## src/rtl/node_route_sequencer.sv

```systemverilog
// Route sequencer: counts debounced node crossings (all sensors dark) and
// presents the programmed turn for the next node, repeating for NUM_LAPS laps.
//
// state     | meaning
// ----------+-----------------------------------------------------------
// S_IDLE    | waiting for start, sensors ignored, route table writable
// S_ARMED   | between nodes, qualifying an all-dark sensor pattern
// S_ON_NODE | node counted, qualifying the line pattern clearing again
// S_DONE    | final lap complete, turn held at 11 until start or reset
module node_route_sequencer #(
  parameter int SENSOR_W  = 3,
  parameter int MAX_NODES = 32,
  parameter int NUM_LAPS  = 2,
  parameter int DEBOUNCE  = 4,
  parameter int IDX_W     = $clog2(MAX_NODES),
  parameter int LAP_W     = $clog2(NUM_LAPS + 1)
) (
  input  logic                clk,
  input  logic                reset,
  input  logic [SENSOR_W-1:0] line_sensor,
  input  logic                cfg_we,
  input  logic [IDX_W-1:0]    cfg_addr,
  input  logic [1:0]          cfg_dir,
  input  logic [IDX_W:0]      cfg_len,
  input  logic                start,
  output logic [1:0]          turn_direction,
  output logic [IDX_W-1:0]    node_idx,
  output logic [LAP_W-1:0]    lap_count,
  output logic                node_pulse,
  output logic                lap_done,
  output logic                busy,
  output logic                done
);

  localparam int LEN_W = IDX_W + 1;
  localparam int DB_W  = $clog2(DEBOUNCE + 1);
  localparam logic [DB_W-1:0]  DB_RELOAD = DB_W'(DEBOUNCE - 1);
  localparam logic [LEN_W-1:0] LEN_MAX   = LEN_W'(MAX_NODES);

  typedef enum logic [1:0] {
    S_IDLE    = 2'd0,
    S_ARMED   = 2'd1,
    S_ON_NODE = 2'd2,
    S_DONE    = 2'd3
  } state_e;

  state_e            state_q, state_d;
  logic [DB_W-1:0]   db_cnt_q, db_cnt_d;
  logic [LEN_W-1:0]  len_q, len_d;
  logic [IDX_W-1:0]  node_idx_q, node_idx_d;
  logic [LAP_W-1:0]  lap_q, lap_d;
  logic [1:0]        turn_q, turn_d;
  logic              node_pulse_q, node_pulse_d;
  logic              lap_done_q, lap_done_d;
  logic [1:0]        table_q [MAX_NODES];
  logic [1:0]        table_d [MAX_NODES];

  logic              all_dark;
  logic              busy_w;
  logic              wr_en;
  logic              start_ok;
  logic [IDX_W-1:0]  idx_inc;
  logic [LAP_W-1:0]  lap_inc;
  logic              last_in_lap;

  assign all_dark    = &line_sensor;
  assign busy_w      = (state_q == S_ARMED) || (state_q == S_ON_NODE);
  assign wr_en       = cfg_we && !busy_w;
  assign start_ok    = start && !busy_w && (cfg_len != '0);
  assign idx_inc     = node_idx_q + IDX_W'(1);
  assign lap_inc     = lap_q + LAP_W'(1);
  assign last_in_lap = !(({1'b0, node_idx_q} + LEN_W'(1)) < len_q);

  always_comb begin
    for (int i = 0; i < MAX_NODES; i++) begin
      table_d[i] = table_q[i];
      if (wr_en && (cfg_addr == IDX_W'(i))) begin
        table_d[i] = cfg_dir;
      end
    end
  end

  always_comb begin
    state_d      = state_q;
    db_cnt_d     = db_cnt_q;
    len_d        = len_q;
    node_idx_d   = node_idx_q;
    lap_d        = lap_q;
    turn_d       = turn_q;
    node_pulse_d = 1'b0;
    lap_done_d   = 1'b0;

    case (state_q)
      S_IDLE, S_DONE: begin
        if (start_ok) begin
          state_d    = S_ARMED;
          db_cnt_d   = DB_RELOAD;
          len_d      = (cfg_len > LEN_MAX) ? LEN_MAX : cfg_len;
          node_idx_d = '0;
          lap_d      = '0;
          // table_d so a same-cycle write to entry 0 is already visible
          turn_d     = table_d[0];
        end
      end

      S_ARMED: begin
        if (!all_dark) begin
          db_cnt_d = DB_RELOAD;
        end else if (db_cnt_q != '0) begin
          db_cnt_d = db_cnt_q - DB_W'(1);
        end else begin
          db_cnt_d     = DB_RELOAD;
          node_pulse_d = 1'b1;
          state_d      = S_ON_NODE;
          if (!last_in_lap) begin
            node_idx_d = idx_inc;
            turn_d     = table_q[idx_inc];
          end else begin
            node_idx_d = '0;
            lap_d      = lap_inc;
            lap_done_d = 1'b1;
            turn_d     = table_q[0];
            if (lap_inc == LAP_W'(NUM_LAPS)) begin
              state_d = S_DONE;
              turn_d  = 2'b11;
            end
          end
        end
      end

      S_ON_NODE: begin
        if (all_dark) begin
          db_cnt_d = DB_RELOAD;
        end else if (db_cnt_q != '0) begin
          db_cnt_d = db_cnt_q - DB_W'(1);
        end else begin
          db_cnt_d = DB_RELOAD;
          state_d  = S_ARMED;
        end
      end

      default: state_d = S_IDLE;
    endcase
  end

  always_ff @(posedge clk or posedge reset) begin
    if (reset) begin
      state_q      <= S_IDLE;
      db_cnt_q     <= DB_RELOAD;
      len_q        <= '0;
      node_idx_q   <= '0;
      lap_q        <= '0;
      turn_q       <= 2'b00;
      node_pulse_q <= 1'b0;
      lap_done_q   <= 1'b0;
      for (int i = 0; i < MAX_NODES; i++) begin
        table_q[i] <= 2'b00;
      end
    end else begin
      state_q      <= state_d;
      db_cnt_q     <= db_cnt_d;
      len_q        <= len_d;
      node_idx_q   <= node_idx_d;
      lap_q        <= lap_d;
      turn_q       <= turn_d;
      node_pulse_q <= node_pulse_d;
      lap_done_q   <= lap_done_d;
      for (int i = 0; i < MAX_NODES; i++) begin
        table_q[i] <= table_d[i];
      end
    end
  end

  assign turn_direction = turn_q;
  assign node_idx       = node_idx_q;
  assign lap_count      = lap_q;
  assign node_pulse     = node_pulse_q;
  assign lap_done       = lap_done_q;
  assign busy           = busy_w;
  assign done           = (state_q == S_DONE);

endmodule
```

## config.mk

```make
export PLATFORM = sky130hd
export DESIGN_NAME = node_route_sequencer
export DESIGN_NICKNAME = d
export VERILOG_FILES = /design/src/rtl/node_route_sequencer.sv
export SDC_FILE = /design/constraint.sdc
export NUM_CORES = 1
export LEC_CHECK = 0
export ABC_AREA = 1
export CAP_MARGIN = 15
export CORE_UTILIZATION = 50
export DETAILED_ROUTE_END_ITERATION = 8
export MAX_ROUTING_LAYER = met4
export PLACE_DENSITY = 0.7
export SLEW_MARGIN = 25
export SYNTH_ARGS = -nofsm -noshare
export SYNTH_HDL_FRONTEND = slang
export SYNTH_SLANG_ARGS = --single-unit
```

## constraint.sdc

```tcl
create_clock -name clk -period 3.9 [get_ports clk]
set_input_delay 0.78 -clock clk [delete_from_list [all_inputs] [get_ports clk]]
set_output_delay 0.78 -clock clk [all_outputs]
set_load 0.02 [all_outputs]
```

-- After elaboration in Yosys (flattened, before gate mapping)
Cells that the tools add are included.
- register bits after elaboration: 86
- bits of input ports: 20
- output and inout bits: 13
- word-level logic and storage cells: 178
- add/subtract/negate cells: 4
- order comparisons: 3
- equality and inequality tests: 41
- muxes and demuxes: 41
- bitwise logic cells: 1
- reduce and logical (&&, ||, !) cells: 48
- operator list (operator ; number):
    $eq A5 B5 Y1 const B ; 16
    $eq A5 B4 Y1 const B ; 8
    $logic_and A1 B1 Y1 ; 35
    $mux W2 ; 17
    $eq A5 B3 Y1 const B ; 4
    $mux W5 ; 4
    $mux W3 ; 4
    $ne A2 B2 Y1 const B ; 6
    $bmux W2 S5 ; 1
    $eq A5 B2 Y1 const B ; 2
    $pmux W5 S2 ; 1
    $reduce_and A5 Y1 ; 2
    $mux W1 ; 9
    $pmux W3 S3 ; 1
    $pmux W2 S2 ; 2
    $add A5 B1 Y6 const B ; 1
    $eq A2 B2 Y1 const B ; 3
    $ge A6 B6 Y1 const B ; 1
    $gt A6 B6 Y1 const B ; 1
    $lt A6 B6 Y1 ; 1
    $mux W6 ; 1
    $not A5 Y6 ; 1
    $pmux W2 S3 ; 1
    $reduce_bool A6 Y1 ; 1
    15 further kinds ; 15

-- Logic depth before layout (Yosys ltp)
Gate-level depths: netlist of run 1.
- word-level depth: 9
- gate-level depth with buffers: 15
- gate-level depth less buffers: 14

-- Worst setup path before layout of run 1
No wires, ideal clock.
- kind: reg-to-reg
- from: register node_idx_q[1] (netlist: node_idx[1])
- to: register lap_q[0] (netlist: lap_count[0])
- library setup time: 134 ps
- data arrival time: 2094 ps
- data required time: 3766 ps
- path slack: 1672 ps
- cell stages (with the launch flop): 13
- path buffers: 0
- clock period less this slack: 2228 ps
- cells stage by stage: dfrtp_1 > ha_1 > nand3_1 > xor2_2 > ha_1 > nand2_1 > o21a_1 > nand2_4 > nand2_2 > o21ai_1 > nand2_1 > nand2_1 > o21ai_0
- cells in the longest elaborated chain, start to end: 4
- RTL lines (what ; RTL line ; source):
    start: declaration ; 50 ; logic [IDX_W-1:0] node_idx_q, node_idx_d;
    start signal: assignment ; 163 ; node_idx_q <= node_idx_d;
    $add A5 B1 Y6 ; 72 ; assign last_in_lap = !(({1'b0, node_idx_q} + LEN_W'(1)) < len_q);
    $lt A6 B6 Y1 ; 72 ;
    $ne A2 B2 Y1 (no source line) ; - ;
    $reduce_and A5 Y1 (no source line) ; - ;
    end signal: assignment ; 164 ; lap_q <= lap_d;
    end: declaration ; 51 ; logic [LAP_W-1:0] lap_q, lap_d;
No other way between the ends.
A chain may end at the register's enable or synchronous reset.

-- Worst setup path after layout of run 1
- from: register state_q[0]
- to: output port busy
- cells in the longest elaborated chain, start to end: 2
- elaborated cells on any way between the ends: 3
- those cells by class: eq/ne (2); reduce/logical (1)
- RTL lines (what ; RTL line ; source):
    start: declaration ; 47 ; state_e state_q, state_d;
    start signal: assignment ; 160 ; state_q <= state_d;
    $eq A2 B1 Y1 / $eq A2 B2 Y1 (equally long branches) ; 67 ; assign busy_w = (state_q == S_ARMED) || (state_q == S_ON_NODE);
    $logic_or A1 B1 Y1 (*) ; 67 ;
    end: declaration ; 31 ; output logic busy,
Mark *: on every way between the ends. The rest lies on a longest branch, timed or not.

==> results of run 1 <==
==> critical path, stage by stage, from the launching register on <==
cell and delay, ps:
dfrtp_1 390, inv_1 60, ha_1 430, inv_1 230
clkdlybuf4s50_1 640
==> report_power, final <==
group,internal [mW],total [mW],switching (mW)
registers,1.24,1.44,0.197
logic,0.577,1.65,1.07
clock network,0.314,0.645,0.331
total,2.13,3.73,1.60
==> layer usage <==
metal / vias to the layer above / GRT usage / part of all wire / wire [um]
li1: 2016 / - / - / -
met1: 1925 / 0.350 / 0.47 / 5180
met2: 129 / 0.392 / 0.46 / 5050
met3: 17 / 0.0415 / 0.059 / 650
met4: 0 / 0.0976 / 0.018 / 203
met5: - / - / 0 / 0
==> placed cells by master, fill, tap and decap left out, types with 3 or more instances in the layout <==
master,count
inv_2,4
dfrtp_1,84
clkbuf_8,10
ha_1,12
buf_4,6
clkdlybuf4s50_1,32
nor2_1,42
inv_1,57
a21oi_1,5
nand4_1,3
nand2_1,217
o21ai_1,8
o21ai_0,71
a21oi_2,4
nand2_2,6
nand3_1,52
==> sequential cells by signal (all words and copies together) (netlist names) <==
| signal | count |
|---|---|
| turn_direction | 2 |
| node_pulse | 1 |
| len_q | 6 |
| node_idx | 5 |
| lap_done | 1 |
| db_cnt_q | 3 |
| state_q | 2 |
| lap_count | 2 |
| table_q | 64 |
==> Yosys cell counts (all sizes together) <==
cell / instances
ha: 12
o21a: 2
o2111ai: 1
clkbuf: 10
dfrtp: 84
xor2: 3
nor2: 46
nand4: 3
or2: 2
clkinv: 1
nor3: 1
o22ai: 2
a21o: 1
nand3: 53
o32ai: 1
nand2: 224
o31ai: 2
a21oi: 9
o21ai: 80
dfstp: 2
xnor2: 1
buf: 10
inv: 64
==> per-stage QoR <==
stage / total power, mW / worst slack [ps] / hold WS [ps] / std cells / instance area [um^2]
after floorplan: 2.66 / 901 / 449 / 614 / 4640
after global placement: 3.02 / 1400 / 467 / 740 / 5030
after detailed placement: 3.08 / 1350 / 474 / 740 / 5030
after CTS: 3.73 / 1000 / 493 / 756 / 5230
after global routing: 4.04 / 897 / 504 / 756 / 5230
final: 3.73 / 1010 / 495 / 756 / 5230
==> final timing paths <==
kind                             start           end  slack, ps  cells past startpoint
max                         state_q[0]          busy       1010                      4
max reg2reg                node_idx[0]  lap_count[1]       1450                     13
min reg2reg                table_q[52]   table_q[52]        500                      2
min                        table_q[52]   table_q[52]        500                      2
max in group asynchronous        reset   table_q[22]       2300                      3
min in group asynchronous        reset      len_q[4]        790                      2
==> cell type report <==
| type | instances | area (um^2) |
|---|---|---|
| Clock buffer | 11 | 141 |
| Sequential cell | 86 | 2150 |
| Tap cell | 108 | 135 |
| Timing Repair Buffer | 38 | 365 |
| Inverter | 65 | 250 |
| Fill cell | 830 | 3620 |
| Multi-Input combinational cell | 443 | 2120 |
| Clock inverter | 5 | 58.8 |
==> kinds of logic after synthesis <==
family | after synthesis
xor+xnor | 4
fa+ha+maj | 12
compound gates | 98
simple gates | 329
buf+inv | 85
flops | 86
==> run summary, run 1 <==
Status -> finished, violations left
Failing checks -> design-rule violations
Slew Viols, Final -> 0
Die X-Extent -> 98.4 um
Core region area -> 8850 um^2
Starting DRC count in detailed routing -> 344
Synth Area in Compound Gates -> 0.117
Largest net degree at the start of global routing -> 40
Post-Route WL -> 11100 um
Final min period -> 2890 ps
Syn Inst Count -> 614
Synth area leaders -> dfrtp_1 (45%), nand2_1 (18%), o21ai_0 (7.7%)
Num CTS Buffers -> 9
WP data arrival -> 2110 ps
Mux cell area share after synthesis -> 0
Kind of critical path -> flop to output port
Nets -> 675
Number of global-route vias before repair -> 3928
Routability cong. -> 0.845
Worst slew margin -> 0.488
Max Fclk -> 346 MHz
Worst EP required -> 3120 ps
Grt total ovfl -> 0
Cts repair resizes -> 0
DR vias -> 4087
ANT nets after route -> 0
Unrepaired setup endpoints after global routing -> false
Post-synthesis cell area -> 4640 um^2
Final Cycle Share -> 0.741
Worst setup EP type -> output port
Layout Utilization -> 0.591
YS warnings -> 0
Initial core utilization -> 0.525
Vias/cell -> 5.41
Row cnt -> 34
Maximum VDD drop -> 263 uV
Hold-fix buffers, CTS -> 0
Ports -> 33
Sequential area share after synthesis -> 0.464
Static Leak -> 2.47 nW
Setup Fix Bufs, Post-CTS -> 0
Input/output buffers -> 32
Final Hold Vio Count -> 0
Clock-pin slew on the worst setup and hold paths -> 100 ps
Initial DRT Pass Iterations -> 7
First-pass GRT wire length -> 19000 um
Initial antenna violation count -> 0
CP max FO -> 6
Clock tree sinks -> 86
Tot GR Track Use -> 0.259
Post-synth top area cell -> dfrtp_1
Root buffer cell -> clkbuf_8
Avg Cell Area, Syn -> 7.56 um^2
Pwr/cell area -> 714 nW/um^2
Die H -> 98.4 um
DR DRC count -> 3
Syn_nets -> 646
Synth Area in XOR/XNOR -> 0.0124
Hold/Removal Path Class -> flop to flop
Simple-gate portion of the synthesized area -> 0.295
Area grow syn2layout -> 12.6%
Post-Route Setup TNS -> 0 ps
Die Footprint -> 9680 um^2
Clk buf depth -> 2
ANT cells -> 0
Worst-Margin Slew -> 762 ps
Post-DP HPWL -> 7870 um
Per-cell routed wire length -> 14.7 um
Clock latency on the worst-skew pair -> 360 ps
Setup violations, final -> 0
Flops & latches, synth -> 86
CTS tree -> yes
Post-Synth Adder-Cell Area -> 0.0323
Critical path launch point type -> flop
Max Cap Viol -> 0
Share of cells above drive strength 1 -> 0.0833
Post-synth cell types -> 37
Fin Clk Skew -> 14.3 ps
CTS HTree Levels -> 3
Largest family of logic cells by synthesized area -> simple AND/OR/NAND/NOR gates
Area share of the largest cell type after synthesis -> 0.453
Power figures use the tool's default switching activity.
==> inputs of run 2 (changes only) <==
==> constraint.sdc (replaced) <==
create_clock -name clk -period 2.9 [get_ports clk]
set_input_delay 0.58 -clock clk [delete_from_list [all_inputs] [get_ports clk]]
set_output_delay 0.58 -clock clk [all_outputs]
set_load 0.02 [all_outputs]
==> run 2 against run 1 <==
  * The run now ends clean
  * Via count is 0.76% lower
  * Clock skew is 5.8 ps lower
  * Count of clock-buffer cells in the layout decreased by 2
  * Final area rose by 0.77%
  * Critical path type unchanged
  * Critical endpoint unchanged
  * Largest power group unchanged
==> run summary, run 2 (same netlist as run 1, synthesis figures left out) <==
Status -> completed
Setup violations, final -> 0
Worst path cell trace -> inv_1 > ha_1 > inv_1 > clkdlybuf4s50_1
Hold depth -> 2
ANT cells -> 0
Layout Utilization -> 0.595
Core region area -> 8850 um^2
Final non-filler cell total -> 759
Die H -> 98.4 um
Int Pwr -> 2.87 mW
Worst path slowest cell -> clkdlybuf4s50_1
Crit-path max cell delay -> 640 ps
Hold/Removal Path Class -> flop to flop
Sw Pwr -> 2.18 mW
Initial core utilization -> 0.525
CP max FO -> 6
CTS tree -> yes
Die Footprint -> 9680 um^2
Place WS -> 585 ps
Post-Route WL -> 11100 um
ANT nets after route -> 0
First-pass GRT wire length -> 18800 um
DR DRC count -> 0
Nets -> 678
Hold-fix buffers, CTS -> 0
Initial DRT Pass Iterations -> 7
Final Hold Vio Count -> 0
Starting DRC count in detailed routing -> 246
Root buffer cell -> clkbuf_8
Sw Ratio -> 0.432
Biggest register -> table_q
Slew Viols, Final -> 0
Worst slew margin -> 0.604
Number of global-route vias before repair -> 3955
Routability cong. -> 0.874
Per-cell routed wire length -> 14.6 um
Largest delay contributor family on the critical path -> buffers and inverters
Static Leak -> 2.51 nW
Grt total ovfl -> 0
Clock-pin slew on the worst setup and hold paths -> 90 ps
Clock tree sinks -> 86
Reg2Reg Setup Slack -> 560 ps
Post-Route Setup TNS -> 0 ps
Area grow syn2layout -> 13.4%
Critical path launch point type -> flop
Initial antenna violation count -> 0
Sequential power share -> 0.382
Max Cap Viol -> 0
Clock latency on the worst-skew pair -> 370 ps
Largest net degree at the start of global routing -> 87
Setup ws final -> 230 ps
Tot GR Track Use -> 0.256
Clock power frac -> 0.179
Post-DP HPWL -> 7760 um
Worst-Margin Slew -> 593 ps
DR vias -> 4056
Share of cells above drive strength 1 -> 0.0891
Input/output buffers -> 32
Final min period -> 2670 ps
Most common cell after layout, fill and taps aside -> nand2_1
Final total power -> 5.05 mW
CP bufs+invs -> 3
Setup Fix Bufs, Post-CTS -> 0
Final Cycle Share -> 0.921
Final instance area -> 5270 um^2
CTS HTree Levels -> 3
Fin Clk Skew -> 8.51 ps
Clk buf depth -> 2
FF-to-FF path depth -> 12
WP data arrival -> 2090 ps
Vias/cell -> 5.34
Worst setup EP type -> output port
Ports -> 33
Unrepaired setup endpoints after global routing -> false
Most frequent cells in the layout -> nand2_1 (217), dfrtp_1 (84), o21ai_0 (71)
Max Fclk -> 374 MHz
Row cnt -> 34
Post-Place Cells -> 743
Combinational Power Share -> 0.439
Maximum VDD drop -> 379 uV
Most frequent CP cell -> inv_1
Num CTS Buffers -> 9
Worst hold slack -> 494 ps
Die X-Extent -> 98.4 um
Kind of critical path -> flop to output port
Worst EP required -> 2320 ps
Max reg flops -> 64
DP Area -> 5060 um^2
Cts repair resizes -> 0
Crit path depth -> 4
Pwr/cell area -> 960 nW/um^2
==> run 2: layout make-up <==
cell class	instances	area, um^2
Inverter	65	250
Clock inverter	7	81.3
Multi-Input combinational cell	443	2120
Tap cell	108	135
Fill cell	806	3580
Sequential cell	86	2150
Timing Repair Buffer	41	400
Clock buffer	9	124
==> run 2: power by group through the flow <==
| stage | Clock, mW | Combinational, mW | Sequential, mW |
|---|---|---|---|
| after floorplan | 0 | 1.66 | 1.91 |
| after global placement | 0 | 2.16 | 1.93 |
| after detailed placement | 0 | 2.21 | 1.95 |
| after CTS | 0.916 | 2.22 | 1.93 |
| after global routing | 0.956 | 2.52 | 1.99 |
| final | 0.904 | 2.22 | 1.93 |
==> run 2: tightest hold or removal path, cell delays in order (launching register included) <==
cell	delay, ps
dfrtp_1	350
nand2_1	50
o21ai_0	60
==> run 2: path summary, 6_finish.rpt <==
check,start,end
max,state_q[0],busy
min in group asynchronous,reset,len_q[2]
max reg2reg,node_idx[1],lap_count[1]
min,table_q[54],table_q[54]
max in group asynchronous,reset,db_cnt_q[1]
min reg2reg,table_q[54],table_q[54]
==> run 2: metal layers <==
layer / GRT usage / up-vias / share of wire / routed length (um)
met5: - / - / 0 / 0
met4: 0.0884 / 0 / 0.014 / 151
met3: 0.0329 / 15 / 0.048 / 528
met2: 0.411 / 103 / 0.47 / 5260
met1: 0.336 / 1921 / 0.47 / 5180
li1: - / 2017 / - / -
